--- src/rtl/fib_index_finder.sv ---
// Classifies an unsigned value as Fibonacci or not by walking the sequence one
// term per clock; reports the matching index or the index of the largest smaller term.
module fib_index_finder #(
    parameter int WIDTH = 8,
    parameter int IDX_W = 4
) (
    input  logic             clk,
    input  logic             rst,
    input  logic             start,
    input  logic [WIDTH-1:0] value,
    output logic             busy,
    output logic             done,
    output logic             is_fib,
    output logic [IDX_W-1:0] index
);

    localparam int AW = WIDTH + 2;
    localparam int KW = IDX_W + 1;
    localparam logic [AW-1:0] TERM_ONE = AW'(1);
    localparam logic [KW-1:0] STEP_ONE = KW'(1);

    typedef enum logic [1:0] {
        IDLE   = 2'd0,
        SEARCH = 2'd1,
        DONE   = 2'd2
    } state_t;

    state_t state, state_next;

    logic [AW-1:0] v;
    logic [AW-1:0] a;
    logic [AW-1:0] b;
    logic [KW-1:0] k;
    logic [KW-1:0] k_dec;

    assign k_dec = k - STEP_ONE;

    // NOTE: every signal driven here gets a default first so no latch is inferred.
    always_comb begin
        state_next = state;
        case (state)
            IDLE:    if (start) state_next = SEARCH;
            SEARCH:  if (a >= v) state_next = DONE;
            DONE:    state_next = IDLE;
            default: state_next = IDLE;
        endcase
    end

    // NOTE: sequential state uses non-blocking assignments so every register
    // samples pre-edge values, e.g. b <= a + b reads the old a.
    always_ff @(posedge clk) begin
        if (rst) begin
            state  <= IDLE;
            v      <= '0;
            a      <= '0;
            b      <= '0;
            k      <= '0;
            busy   <= 1'b0;
            done   <= 1'b0;
            is_fib <= 1'b0;
            index  <= '0;
        end else begin
            state <= state_next;
            busy  <= (state_next == SEARCH);
            done  <= (state_next == DONE);
            case (state)
                IDLE: begin
                    if (start) begin
                        v      <= {2'b00, value};
                        a      <= '0;
                        b      <= TERM_ONE;
                        k      <= '0;
                        is_fib <= 1'b0;
                        index  <= '0;
                    end
                end
                SEARCH: begin
                    if (a == v) begin
                        is_fib <= 1'b1;
                        index  <= k[IDX_W-1:0];
                    end else if (a > v) begin
                        // a starts at 0, so a > v never happens at k=0 and k-1 cannot underflow.
                        is_fib <= 1'b0;
                        index  <= k_dec[IDX_W-1:0];
                    end else begin
                        a <= b;
                        b <= a + b;
                        k <= k + STEP_ONE;
                    end
                end
                default: ;
            endcase
        end
    end

endmodule
--- config.mk ---
export PLATFORM = sky130hd
export DESIGN_NAME = fib_index_finder
export DESIGN_NICKNAME = d
export VERILOG_FILES = /design/src/rtl/fib_index_finder.sv
export SDC_FILE = /design/constraint.sdc
export NUM_CORES = 1
export LEC_CHECK = 0
export BUFFER_PORTS_ARGS = -buffer_cell sky130_fd_sc_hd__buf_4
export CORE_MARGIN = 2
export CORE_UTILIZATION = 55
export CTS_BUF_LIST = sky130_fd_sc_hd__clkbuf_16
export DETAILED_ROUTE_END_ITERATION = 10
export GPL_ROUTABILITY_DRIVEN = 0
export GPL_TIMING_DRIVEN = 0
export PLACE_DENSITY = 0.71
export SYNTH_ARGS = -nofsm -noshare
export SYNTH_HDL_FRONTEND = slang
export SYNTH_SLANG_ARGS = --single-unit
--- constraint.sdc ---
create_clock -name clk -period 3.15 [get_ports clk]
set_input_delay 0.4725 -clock clk [delete_from_list [all_inputs] [get_ports clk]]
set_output_delay 0.4725 -clock clk [all_outputs]
set_load 0.01 [all_outputs]
Yosys cells after proc, flatten, opt, wreduce, memory -nomap -nowiden
Index checks and enable logic that the tools add are counted.
- register bits after elaboration: 42
- input port bits: 11
- output and inout port bits: 7
- word-level logic and storage cells: 50
- $add $sub $neg: 3
- $lt $le $gt $ge: 2
- equality and inequality tests: 8
- multiplexer cells: 23
- reduce and logical (&&, ||, !) cells: 5
- operator list (kind ; number):
    10-bit two-way mux ; 6
    10-bit case mux with 2 select lines ; 2
    5-bit two-way mux ; 3
    4-bit two-way mux ; 3
    10-bit adder ; 1
    10-bit by 8-bit == test with 1-bit output ; 1
    10-bit by 8-bit >= comparator with 1-bit output ; 1
    10-bit by 8-bit greater-than comparator with 1-bit output ; 1
    5-bit case mux with 2 select lines ; 1
    4-bit case mux with 2 select lines ; 1
    2-bit != test, second input constant ; 3
    5-bit by 1-bit adder with 5-bit output, second input constant ; 1
    2-bit by 1-bit == test with 1-bit output, second input constant ; 2
    2-bit two-way mux ; 2
    2-bit case mux with 2 select lines ; 1
    4-bit AND reduction ; 1
    4-bit by 1-bit subtractor with 4-bit output, second input constant ; 1
    1-bit two-way mux ; 3
    3-bit != test, second input constant ; 1
    3-bit AND reduction ; 1
    2-bit == test, second input constant ; 1
    2-bit logical NOT ; 1
    1-bit case mux with 2 select lines ; 1
    2-bit AND reduction ; 1
    2-bit nonzero test ; 1

Depth between registers and ports, before layout
- depth in word-level cells: 4
- gate-level depth with buffers: 9

Worst setup path after synthesis
No wires, ideal clock.
- path kind: register -> register
- start point: register a[0]
- end point: register b[8]
- data arrival time: 2.110 ns
- required time: 3.080 ns
- slack: 0.970 ns
- cell stages (with the launch flop): 9
- clock period less this slack: 2.180 ns
- path through: dfxtp_1 > ha_1 > fa_1 > a211oi_2 > o21bai_1 > a2111oi_1 > o211a_1 > o22ai_1 > a21oi_1
- cells in the longest elaborated chain, start to end: 4
- elaborated cells on any way between the ends: 9
- classes of those cells: 1 x add/sub; 1 x order compare; 3 x eq/ne; 3 x mux; 1 x reduce/logical
- ends and longest elaborated chain (what ; line ; RTL):
    start: declaration ; 31 ; logic [AW-1:0] a;
    start signal: assignment ; 55 ; a <= '0;
    start signal: assignment ; 70 ; a <= '0;
    start signal: assignment ; 86 ; a <= b;
    10-bit adder ; 87 ; b <= a + b;
    10-bit two-way mux ; 81 ; end else if (a > v) begin
    10-bit two-way mux ; 78 ; if (a == v) begin
    10-bit case mux with 2 select lines ; 66 ; case (state)
    end signal: assignment ; 87 ;
    end: declaration ; 32 ; logic [AW-1:0] b;
Several ways; a longest one is shown, not always the timed one. The select of a mux whose other input is x is not followed.
A chain may end at the register's enable or synchronous reset.

Worst setup path after layout
Ends and elaborated chain as after synthesis.

==> results.ini <==
[run_status]
status = finished clean

[global_routing]
grt_pass1_vias = 2020
busiest_layer = met2
grt_use_total_pct = 25.4
use_met2_pct = 41.8
grt_start_max_net_pins = 13
antenna_found_initial = 0
grt_use_met1_pct = 33.5
grt_overflow_total = 0
grt_pass1_wl_um = 9780
met3_usage_pct = 4.80

[drt]
drcViolationCount = 0
wl_um = 5790
drt_pass1_iterations = 4
first_iter_violations = 113
antenna_left = 0
vias = 2088
vias_per_cell = 6.09
routed_wire_length_per_instance_um = 16.9

[cells_and_area]
final_net_count = 324
syn_to_final_growth_pct = 13.5
fin_area_um2 = 2680
drive_above_1_share_pct = 13.0
final_common_cell = dfxtp_1
final_cell_mix = dfxtp_1 (41), a21oi_1 (36), nand2_1 (25), nand3_1 (21), ha_1 (19)
instances_no_fill = 343
antennaDiodeCount = 0

[clocking]
cts_tree = done
clock_sinks = 41
htree_levels = 2
clock_latency_ns = 0.28
clkTransAtPathRegs_ns = 0.06
root_buffer = clkbuf_16
cts_resized = 0
cts-buffers-inserted = 5
postCtsHoldBufs = 0
cts_setup_buffers = 0
cts_buffer_depth = 2

[synthesis]
seq_area_frac_synth_pct = 34.8
ys_warn_count = 0
ys_ff_latch = 41
synthTopCellsByArea = dfxtp_1 (35%), ha_1 (10%), a21oi_1 (7.6%)
synth_cells = 270
synth.distinct_cells = 49
synth_edf_count = 0
yosysTopAreaCell = dfxtp_1
ys.flop_type = dfxtp_1
netlist_area_um2 = 2360
synthArstFlopShare_pct = 0
yosysTopAreaCellShare_pct = 34.8
postSynthAreaPerCell_um2 = 8.74
syn-num-nets = 301

[sta]
finalHoldViolCount = 0
slew_viol_final = 0
min_period_over_period_pct = 77.8
fmax_ghz = 0.408
rsz0062_at_grt = false
skew_ns = 0.00304
relSlewSlack_pct = 60.5
period_minus_slack_ns = 2.45
worst_pin_slew_ns = 0.593
finalSetupViolations = 0
finalSetupTns_ns = 0

[min_path]
holdCritPathClass = in2reg

[placement]
dpl_cell_area_um2 = 2540
numPortBuffers = 16
dp_hpwl_um = 4200
place_inst = 336

[critical_path]
start_kind = flip-flop
crit_arrival_ns = 2.66
crit_type = reg2reg
required_ns = 3.36
regToRegSetupSlack_ns = 0.70
crit_path_end_kind = flip-flop
crit_fanout = 3

[die]
num_io_pins = 18
die_y_um = 69.5
die_w_um = 69.5
fp.dieArea_um2 = 4830
core_um2 = 4060
num_rows = 23
start_util_pct = 58.2

[run]
drv_cap = 0

[power_and_ir_drop]
p_per_area_nw_per_um2 = 473
max-vdd-ir-drop_uv = 313
p_leak_nw = 1.06

cells in the mapped netlist (all sizes together), types with 6 or more instances:
library cell / instances
a21oi: 37
inv: 12
nor2: 9
xnor2: 6
nand2: 25
o211ai: 15
dfxtp: 41
buf: 7
clkbuf: 11
ha: 19
nand3: 21
a211oi: 7
o21ai: 7
layout make-up:
type                    instances  area, um2
plain buffers                  18       85.1
clock buffers                   5        125
clock inverters                 2       11.3
fillers                       362       1380
inverters                      12       45.0
multi-input cells             199       1410
flip-flops and latches         41        821
well taps                      50       62.6
repair buffers                 16        120
power by group:
part / internal, mW / switching, mW / total [mW]
logic: 0.0808 / 0.150 / 0.231
clock network: 0.286 / 0.199 / 0.485
registers: 0.538 / 0.0117 / 0.550
total: 0.905 / 0.361 / 1.27
registers in the layout, summed over array words and instances, names as in the netlist:
name    count
v           8
k           4
busy        1
done        1
state       2
is_fib      1
a          10
index       4
b          10
worst paths after layout:
check,cells after the start,from,end
worst max-delay path,8,a[0],b[8]
worst min-delay path,3,value[6],v[6]
worst max register to register,8,a[0],b[8]
worst min register to register,2,index[0],index[0]
cells by family (layout without fill, tap and decap cells):
| kind of cell | Yosys count | in the layout | synth area share [%] |
|---|---|---|---|
| muxes | 1 | 1 | 0.424 |
| xor gates and xnor gates | 7 | 7 | 2.60 |
| and+or+nand+nor | 80 | 80 | 17.9 |
| DFF | 41 | 41 | 34.8 |
| adders and majority gates | 20 | 20 | 10.9 |
| AOI/OAI and AO/OA | 91 | 91 | 27.9 |
| buffers and inverters | 30 | 53 | 5.51 |
worst max-delay path, stage by stage, from the launching register on:
cell and delay, ns:
dfxtp_1 0.32, ha_1 0.26, fa_1 0.46, a211oi_2 0.24, o21bai_1 0.13, a2111oi_1 0.53, o211a_1 0.23, o22ai_1 0.06
a21oi_1 0.15
per-layer routing:
metal  vias up  part of all wire [%]  wire [um]
li1       1041                     -          -
met1       973                    46       2680
met2        66                    47       2710
met3         8                   5.5        320
met4         0                   1.4         83
met5         -                     0          0
through the flow:
step           total power, mW  hold WS [ns]  setup WS (ns)  util [%]
6_report                  1.27         0.437          0.701      66.0
3_5_place_dp             0.791         0.448          0.713      62.7
3_3_place_gp             0.788         0.443          0.730      62.7
5_1_grt                   1.32         0.440          0.527      66.0
2_1_floorplan            0.720         0.436          0.970         -
4_1_cts                   1.27         0.434          0.698      66.0
No activity file was read; power rests on OpenSTA's default activity.
